[config.mk]
export PLATFORM = sky130hd
export DESIGN_NAME = syn_accum
export DESIGN_NICKNAME = d
export VERILOG_FILES = /design/src/rtl/syn_accum.sv
export SDC_FILE = /design/constraint.sdc
export NUM_CORES = 1
export LEC_CHECK = 0
export ABC_AREA = 1
export CAP_MARGIN = 20
export CELL_PAD_IN_SITES_DETAIL_PLACEMENT = 2
export CELL_PAD_IN_SITES_GLOBAL_PLACEMENT = 2
export CORE_MARGIN = 2
export CORE_UTILIZATION = 25
export DETAILED_ROUTE_END_ITERATION = 8
export GPL_ROUTABILITY_DRIVEN = 1
export GPL_TIMING_DRIVEN = 0
export HOLD_SLACK_MARGIN = 0.08
export PLACE_DENSITY = 0.78
export SLEW_MARGIN = 10
export SYNTH_ARGS = -nofsm -noshare
export SYNTH_HDL_FRONTEND = slang
export SYNTH_SLANG_ARGS = --single-unit
[constraint.sdc]
create_clock -name clk -period 2.3 [get_ports clk]
set_input_delay 0.69 -clock clk [delete_from_list [all_inputs] [get_ports clk]]
set_output_delay 0.69 -clock clk [all_outputs]
set_load 0.05 [all_outputs]
[src/rtl/syn_accum.sv]
// ----------------------------------------------------------------------------
// syn_accum -- synaptic current accumulator for one postsynaptic neuron.
//
// On start, the presynaptic spike vector and the bias are latched. The block
// then scans all N_PRE inputs, one per cycle. For every input that spiked it
// reads that synapse's weight, adds it to the accumulator and saturates the
// sum. The result goes out on network_input with a one-cycle valid pulse. The
// latency is fixed and does not depend on how many inputs spiked.
//
// Ports
//   clk            in   rising-edge clock
//   rst            in   synchronous reset, active low
//   start          in   begin an accumulation (ignored while busy)
//   spk_vec        in   [N_PRE] presynaptic spikes, bit i = neuron i fired
//   bias           in   signed [WIDTH] initial accumulator value
//   w_en           out  weight memory read enable
//   w_addr         out  [ADDR_WIDTH] weight memory read address
//   w_rdata        in   signed [W_WIDTH] weight, valid one cycle after w_en
//   network_input  out  signed [WIDTH] accumulated current
//   valid          out  one-cycle pulse marking a new network_input
//   busy           out  high whenever not idle
// ----------------------------------------------------------------------------
module syn_accum #(
    parameter int N_PRE      = 64,
    parameter int ADDR_WIDTH = 6,
    parameter int W_WIDTH    = 8,
    parameter int WIDTH      = 32
) (
    input  logic                         clk,
    input  logic                         rst,
    input  logic                         start,
    input  logic [N_PRE-1:0]             spk_vec,
    input  logic signed [WIDTH-1:0]      bias,
    output logic                         w_en,
    output logic [ADDR_WIDTH-1:0]        w_addr,
    input  logic signed [W_WIDTH-1:0]    w_rdata,
    output logic signed [WIDTH-1:0]      network_input,
    output logic                         valid,
    output logic                         busy
);

    typedef enum logic [1:0] {IDLE, SCAN, DRAIN, DONE} state_t;

    localparam logic [ADDR_WIDTH-1:0] LAST_IDX = ADDR_WIDTH'(N_PRE - 1);
    localparam logic signed [WIDTH-1:0] ACC_MAX = {1'b0, {(WIDTH-1){1'b1}}};
    localparam logic signed [WIDTH-1:0] ACC_MIN = {1'b1, {(WIDTH-1){1'b0}}};

    state_t                  state_q, state_d;
    logic [N_PRE-1:0]        spk_q, spk_d;
    logic [ADDR_WIDTH-1:0]   idx_q, idx_d;
    logic                    pend_q, pend_d;
    logic signed [WIDTH-1:0] acc_q, acc_d;
    logic signed [WIDTH-1:0] ni_q, ni_d;
    logic                    valid_q, valid_d;

    logic signed [WIDTH-1:0] w_ext;
    logic signed [WIDTH-1:0] sum;
    logic signed [WIDTH-1:0] acc_sat;

    // Read requests are issued only while scanning, one address per cycle.
    assign w_en   = (state_q == SCAN) && spk_q[idx_q];
    assign w_addr = (state_q == SCAN) ? idx_q : '0;
    assign busy   = (state_q != IDLE);

    assign network_input = ni_q;
    assign valid         = valid_q;

    // Saturating add. It can overflow only when both operands have the same
    // sign and the wrapped sum has the other sign.
    assign w_ext = {{(WIDTH-W_WIDTH){w_rdata[W_WIDTH-1]}}, w_rdata};
    assign sum   = acc_q + w_ext;
    always_comb begin
        acc_sat = sum;
        if ((acc_q[WIDTH-1] == w_ext[WIDTH-1]) && (sum[WIDTH-1] != acc_q[WIDTH-1]))
            acc_sat = acc_q[WIDTH-1] ? ACC_MIN : ACC_MAX;
    end

    always_comb begin
        state_d = state_q;
        spk_d   = spk_q;
        idx_d   = idx_q;
        pend_d  = w_en;
        acc_d   = acc_q;
        ni_d    = ni_q;
        valid_d = 1'b0;

        // Weight data arrives one cycle after the request. That is why a
        // pending read is absorbed in any state, including DRAIN.
        if (pend_q)
            acc_d = acc_sat;

        unique case (state_q)
            IDLE: begin
                if (start) begin
                    spk_d   = spk_vec;
                    acc_d   = bias;
                    idx_d   = '0;
                    pend_d  = 1'b0;
                    state_d = SCAN;
                end
            end
            SCAN: begin
                idx_d = idx_q + 1'b1;
                if (idx_q == LAST_IDX) begin
                    idx_d   = '0;
                    state_d = DRAIN;
                end
            end
            DRAIN: state_d = DONE;
            DONE: begin
                ni_d    = acc_q;
                valid_d = 1'b1;
                state_d = IDLE;
            end
            default: state_d = IDLE;
        endcase
    end

    always_ff @(posedge clk) begin
        if (!rst) begin
            state_q <= IDLE;
            spk_q   <= '0;
            idx_q   <= '0;
            pend_q  <= 1'b0;
            acc_q   <= '0;
            ni_q    <= '0;
            valid_q <= 1'b0;
        end else begin
            state_q <= state_d;
            spk_q   <= spk_d;
            idx_q   <= idx_d;
            pend_q  <= pend_d;
            acc_q   <= acc_d;
            ni_q    <= ni_d;
            valid_q <= valid_d;
        end
    end

endmodule

==> results.sh, run 1 <==
export IMPL_placed_area_mm2=0.01053
export IMPL_grt_pass1_vias=10680
export IMPL_max_slew_worst_pin_slew_ps=804.2
export IMPL_num_nets_final=1748
export IMPL_grt_pass1_wl_mm=61.28
export IMPL_post_synth_num_cell_types=36
export IMPL_drc=0
export IMPL_io_pins=148
export IMPL_grt_antenna_before_repair=1
export IMPL_cp_top_family="buffers and inverters"
export IMPL_clkLatencyLatePin_ps=450
export IMPL_slew_headroom_pct=46.39
export IMPL_yosys_register_bits=138
export IMPL_grt_max_degree=17
export IMPL_cts_tree="built"
export IMPL_rows=67
export IMPL_powerDensity_mw_per_mm2=998.5
export IMPL_final_area_mm2=0.01242
export IMPL_violations="setup timing"
export IMPL_cap_violations=0
export IMPL_status="finished with violations"
export IMPL_setup_viol=1
export IMPL_report_final_slew_viol_count=0
export IMPL_critPathBufInv=5
export IMPL_hold_start="spk_q[55]$_SDFFE_PN0P_"
export IMPL_worstSetupPathType="reg -> out"
export IMPL_r2r_slack_ps=0
export IMPL_timing_final_crit_share_pct=125.9
export IMPL_skew_ps=14.08
export IMPL_die_x_um=188.5
export IMPL_place_hpwl_mm=30.04
export IMPL_io_buffers=146
export IMPL_drt_antenna_violating_nets=0
export IMPL_synth_top_cell_by_area="dfxtp_1"
export IMPL_yosys_top_cells_area="dfxtp_1 (32%), nand2_1 (17%), nor2_1 (13%)"
export IMPL_clockBufferDepth=2
export IMPL_cp_cell_sequence="buf_12 -> clkinv_8 -> buf_12 -> nand2_4 -> nand3_2 -> nand3_2 -> nand2_2 -> nand2_1 -> nand2_1 -> o211ai_1 -> nand2_1 -> nand2_2 -> clkinvlp_4 -> buf_8"
export IMPL_yosysSeqAreaShare_pct=32.48
export IMPL_syn_area_per_cell_um2=6.076
export IMPL_vias=10037
export IMPL_slowest_delay_ps=360
export IMPL_rsz0062_at_grt="true"
export IMPL_critPathSlowestCell="dfxtp_2"
export IMPL_total_power_w=0.01240
export IMPL_syn_area_mm2=0.008507
export IMPL_grt_use_total_pct=22.57
export IMPL_area_growth_pct=46.01
export IMPL_worstSetupEndpointType="primary output"
export IMPL_viasPerCell=4.856
export IMPL_worstReg2RegStart="acc_q[8]$_SDFF_PN0_"
export IMPL_layout_min_cycle_time_ps=2895
export IMPL_grt_overflow=0
export IMPL_routed_wl_mm=41.99
export IMPL_yosysWarningCount=0
export IMPL_dieArea_mm2=0.03552
export IMPL_critPathArrivalTime_ps=2200
export IMPL_cts_root_buffer="clkbuf_16"
export IMPL_drt_iter0_drc=386
export IMPL_fin_ws_ps=-594.7
export IMPL_coreArea_mm2=0.03353
export IMPL_syn_instance_count=1400
export IMPL_cts_buffers=17
export IMPL_clkSinkCount=138
export IMPL_synth_top_area_share_pct=32.48
export IMPL_wire_per_inst_um=20.31
export IMPL_syn_num_nets=1544
export IMPL_start_kind="register"
export IMPL_start_util_pct=25.37
export IMPL_crit_start="idx_q[0]$_SDFFE_PN0P_"
export IMPL_hold_path_class="reg -> reg"
export IMPL_drive_gt1_share_pct=16.08
export IMPL_cp_common_cell="nand2_1"
export IMPL_crit_required_ps=1610
export IMPL_htreeDepth=4
export IMPL_globalplace_congestion=0.8339
export IMPL_path_max_fanout=8
export IMPL_leakage_nw=5.936
export IMPL_firstDrtPassIters=5
export IMPL_fmax_mhz=345.5
export IMPL_hold_viol=0
export IMPL_die_h_um=188.5
export IMPL_path_clk_slew_ps=70
export IMPL_vdd_ir_drop_max_v=0.0005803
export IMPL_hold_ws_ps=486.2
==> where the power goes <==
group / internal, W / switching (W) / leakage (nW)
combinational: 0.00225 / 0.00379 / 4.51
sequential: 0.00300 / 0.000534 / 1.14
clock: 0.00153 / 0.00129 / 0.285
total: 0.00678 / 0.00562 / 5.94
==> path summary, 6_finish.rpt <==
kind,endpoint,cells past startpoint
min,spk_q[55]$_SDFFE_PN0P_,2
max,w_en,14
max reg2reg,acc_q[3]$_SDFF_PN0_,15
min reg2reg,spk_q[55]$_SDFFE_PN0P_,2
==> cells in the mapped netlist <==
master and count:
or2_2 1, xnor2_1 10, ha_1 36, a21oi_2 9, nor3_1 7, o21bai_1 3, clkinv_1 3, nand3_1 82
fa_1 1, nand3_2 1, o211ai_1 1, buf_4 1, a21oi_4 1, nand3b_1 2, nand2_1 380, xor2_1 6
dfxtp_1 138, nor2_2 2, o21ai_0 128, and2_1 1, a211oi_1 1, a21oi_1 56, buf_1 6, nor2_1 293
nor2_4 2, buf_6 3, nand4_1 8, inv_2 3, o21ai_1 1, nand2_4 4, buf_2 8, a21o_1 1
clkbuf_1 43, nand2_2 8, inv_1 148, nand3_4 2
==> tightest hold or removal path, stage by stage (launching register included) <==
cell and delay (ps):
dfxtp_1 330, nor2_1 50, nor2_1 80
==> metal layers <==
layer	wire, um	vias up	global-route usage [%]
met1	19280	4965	29.63
met3	1539	55	3.241
met5	0	-	0
met4	1042	0	6.701
met2	20130	219	38.29
li1	-	4798	-
==> cells in the final DEF (no fill, tap or decap), types with 7 or more instances in the layout <==
cell type / n
nand2_1: 342
nor2_1: 285
inv_1: 144
o21ai_0: 127
dfxtp_1: 122
clkdlybuf4s50_1: 98
nand3_1: 69
a21oi_1: 53
nand2_2: 40
clkbuf_1: 34
buf_4: 32
ha_4: 29
dlygate4sd2_1: 26
clkbuf_16: 21
dfxtp_2: 16
nand3_2: 14
a21oi_2: 10
dlymetal6s2s_1: 10
buf_6: 9
nand2_4: 9
xnor2_1: 9
buf_12: 8
nand4_1: 8
nor3_1: 7
clkbuf_2: 7
inv_6: 7
==> kinds of logic after synthesis <==
logic type	count (synthesis)	share of synthesized area, %
flops	138	32.48
xor+xnor	16	1.647
simple gates	793	37.90
compound gates	201	12.53
fa+ha+maj	37	5.530
buf+inv	215	9.913
==> layout make-up <==
type,instances,area (um^2)
fillers,3994,21110
multi-input cells,1047,5567
flip-flops and latches,138,2783
repair buffers,185,1913
inverters,154,595.6
well taps,448,560.5
clock buffers,17,425.4
plain buffers,60,407.9
clock inverters,15,155.1
repair inverters,1,8.758
diodes,2,5.005
==> state kept, by name (all words and copies together) (netlist names) <==
name,cells
spk_q,64
acc_q,32
state_q,2
idx_q,6
valid,1
network_input,32
pend_q,1
==> stage by stage <==
step / util (%) / worst slack [ps] / cells / setup TNS (ps)
3_3_place_gp: 31.41 / -1892 / 1994 / -88840
2_1_floorplan: - / 7.222 / 1400 / 0
4_1_cts: 35.32 / -570.9 / 2043 / -584.8
6_report: 37.04 / -594.7 / 2067 / -594.7
3_5_place_dp: 31.40 / -1283 / 1994 / -66310
5_1_grt: 37.03 / -715.6 / 2066 / -2163
==> what timing repair did <==
action / CTS / global route
setup buffers: 15 / 18
hold buffers: 0 / 0
gates resized for setup: 194 / 111
setup endpoints to repair: 97 / 65
pin swaps: 12 / 43
cloned: 2 / 5
Power figures use the tool's default switching activity.
==> run 2: changes to the inputs <==
Settings changed: ABC_AREA 1 to not set, CORE_UTILIZATION 25 to 29, PLACE_DENSITY 0.78 to 0.8.
==> results.sh, run 2 <==
export IMPL_status="finished with violations"
export IMPL_violations="setup timing"
export IMPL_fin_ws_ps=-1257
export IMPL_r2r_slack_ps=-1120
export IMPL_clkSinkCount=138
export IMPL_cts_tree="built"
export IMPL_placed_area_mm2=0.01005
export IMPL_crit_required_ps=1610
export IMPL_yosysSeqAreaShare_pct=35.14
export IMPL_hold_ws_ps=466.2
export IMPL_clockBufferDepth=2
export IMPL_yosysMostFrequentCell="nand2_1"
export IMPL_dieArea_mm2=0.02844
export IMPL_place_hpwl_mm=21.57
export IMPL_io_pins=148
export IMPL_nFillCells=2749
export IMPL_area_growth_pct=58.20
export IMPL_synthTopCellsByCount="nand2_1 (155), dfxtp_1 (138), a21oi_1 (68)"
export IMPL_critPathArrivalTime_ps=2870
export IMPL_fmax_mhz=281.1
export IMPL_timing_final_crit_share_pct=154.7
export IMPL_worstSetupEndpointType="primary output"
export IMPL_syn_area_per_cell_um2=8.833
export IMPL_vias=8426
export IMPL_worstSetupPathType="reg -> out"
export IMPL_reg2reg_to="acc_q[19]$_SDFF_PN0_"
export IMPL_syn_instance_count=890
export IMPL_path_clk_slew_ps=80
export IMPL_globalplace_congestion=0.8571
export IMPL_hold_path_class="reg -> reg"
export IMPL_worstRegToRegCells=12
export IMPL_io_buffers=146
export IMPL_crit_path_end="w_en"
export IMPL_setup_viol=41
export IMPL_synth_edf_count=0
export IMPL_powerDensity_mw_per_mm2=1031
export IMPL_synth_top_cell_by_area="dfxtp_1"
export IMPL_grt_overflow=0
export IMPL_total_power_w=0.01282
export IMPL_max_slew_worst_pin_slew_ps=1266
export IMPL_net_switching_power_w=0.005677
export IMPL_regMostFlops="spk_q"
export IMPL_drt_iter0_drc=431
export IMPL_skew_ps=16.15
export IMPL_grt_pass1_vias=9051
export IMPL_start_util_pct=29.33
export IMPL_drt_antenna_violating_nets=0
export IMPL_syn_num_nets=1034
export IMPL_slowest_delay_ps=550
export IMPL_final_cell_mix="nand2_1 (145), dfxtp_1 (135), clkdlybuf4s50_1 (104)"
export IMPL_cp_cell_sequence="buf_12 -> mux4_2 -> mux4_2 -> mux4_2 -> and2_4 -> buf_8"
export IMPL_grt_pass1_wl_mm=55.14
export IMPL_drive_gt1_share_pct=29.40
export IMPL_cts_hold_buf=0
export IMPL_final_area_mm2=0.01244
export IMPL_syn_area_mm2=0.007861
export IMPL_yosysWarningCount=0
export IMPL_grt_use_total_pct=25.58
export IMPL_synth_ff_type="dfxtp_1"
export IMPL_routed_wl_mm=42.24
export IMPL_viasPerCell=5.670
export IMPL_synth_top_area_share_pct=35.14
export IMPL_post_place_cells=1378
export IMPL_firstDrtPassIters=5
export IMPL_layout_min_cycle_time_ps=3557
export IMPL_cts_root_buffer="clkbuf_16"
export IMPL_layout_cells_non_filler=1486
export IMPL_swShare_pct=44.27
export IMPL_htreeDepth=4
export IMPL_cap_violations=0
export IMPL_cp_common_cell="mux4_2"
export IMPL_die_x_um=168.6
export IMPL_clkLatencyLatePin_ps=460
export IMPL_path_max_fanout=5
export IMPL_leakage_nw=4.863
export IMPL_comb_power_share_pct=50.9
export IMPL_num_nets_final=1274
export IMPL_die_h_um=168.6
export IMPL_layout_commonest_cell="nand2_1"
export IMPL_report_final_slew_viol_count=0
export IMPL_rows=60
export IMPL_vdd_ir_drop_max_v=0.0005968
export IMPL_yosys_top_cells_area="dfxtp_1 (35%), nand2_1 (7.4%), a21boi_0 (6.1%)"
export IMPL_cts_buffers=17
export IMPL_yosys_register_bits=138
export IMPL_pwr_share_seq_pct=25.8
export IMPL_hold_viol=0
export IMPL_largest_reg_flops=64
export IMPL_grt_max_degree=17
export IMPL_slew_headroom_pct=15.59
export IMPL_p_int_w=0.007147
export IMPL_coreArea_mm2=0.02680
export IMPL_crit_start="idx_q[0]$_SDFFE_PN0P_"
export IMPL_async_reset_ff_share_pct=0
export IMPL_pwr_share_clk_pct=23.4
export IMPL_drc=0
export IMPL_post_synth_num_cell_types=73
export IMPL_grt_antenna_before_repair=4
export IMPL_wire_per_inst_um=28.42
export IMPL_start_kind="register"
export IMPL_critPathSlowestCell="mux4_2"
export IMPL_worstReg2RegStart="acc_q[18]$_SDFF_PN0_"
export IMPL_rsz0062_at_grt="true"
==> run 2: cell count changes in the layout (fill, tap and decap cells not counted), moves of 58 or more <==
cell,before,now
a21boi_0,0,64
inv_1,144,13
nand2_1,342,145
nand3_1,69,11
nor2_1,285,23
o21ai_0,127,36
==> run 2: power by group through the flow <==
stage                     clock network, W  logic, W  registers [W]
after floorplan                          0   0.00299        0.00317
after global placement                   0   0.00413        0.00320
after detailed placement                 0   0.00428        0.00323
after CTS                          0.00294   0.00527        0.00324
after global routing               0.00311   0.00683        0.00334
final                              0.00299   0.00653        0.00330
==> run 2: metal layers <==
layer	up-vias	global-route usage, %	wire, um
li1	3674	-	-
met5	-	0	0
met2	397	47.31	21480
met4	0	12.63	2833
met3	180	4.372	2204
met1	4175	28.28	15720
==> run 2: layout make-up <==
type / count / area (um^2) / area share, %
clock inverter: 15 / 172.7 / 1.388
clock buffer: 17 / 425.4 / 3.421
sequential: 138 / 2769 / 22.26
tap: 341 / 426.7 / 3.431
buffer: 54 / 309.0 / 2.485
timing repair buffer: 231 / 2400 / 19.30
multi-input combinational: 673 / 5873 / 47.22
inverter: 15 / 56.30 / 0.4527
antenna: 2 / 5.005 / 0.04024
==> run 2: worst min-delay path by stage <==
stage / from / end / cells past startpoint
floorplan: spk_q[10]$_SDFFE_PN0P_ / spk_q[10]$_SDFFE_PN0P_ / 2
global placement: spk_q[8]$_SDFFE_PN0P_ / spk_q[8]$_SDFFE_PN0P_ / 2
detailed placement: spk_q[39]$_SDFFE_PN0P_ / spk_q[39]$_SDFFE_PN0P_ / 2
CTS: spk_q[47]$_SDFFE_PN0P_ / spk_q[47]$_SDFFE_PN0P_ / 2
global route: spk_q[39]$_SDFFE_PN0P_ / spk_q[39]$_SDFFE_PN0P_ / 2
finish: spk_q[39]$_SDFFE_PN0P_ / spk_q[39]$_SDFFE_PN0P_ / 2
==> run 2: logic make-up after synthesis <==
family / after synthesis / synth area share, %
XOR/XNOR: 24 / 2.674
buffers and inverters: 79 / 4.090
AND/OR/NAND/NOR: 303 / 19.59
AO/OA/AOI/OAI: 255 / 22.30
multiplexers: 54 / 10.22
flip-flops: 138 / 35.14
adder cells (fa/ha/maj): 37 / 5.984
==> run 2: through the flow <==
stage | setup TNS (ps) | worst slack, ps | utilization, %
2_1_floorplan | -16520 | -650.5 | -
3_3_place_gp | -129200 | -3074 | 37.44
3_5_place_dp | -88360 | -1638 | 37.50
4_1_cts | -20140 | -1242 | 43.77
5_1_grt | -36890 | -1302 | 46.40
6_report | -34640 | -1257 | 46.41
==> run 2: repair_timing <==
action / in CTS / in global routing
resized for setup: 210 / 124
cloned: 7 / 0
setup endpoints to repair: 107 / 103
pin swaps: 47 / 69
setup buffers: 45 / 40
==> run 2: worst max-delay path: cells and delay by family (launching register included) <==
kind          cells  cell delay (ps)
mux               3             1520
flops             1              430
buf+inv           2              300
simple gates      1              160
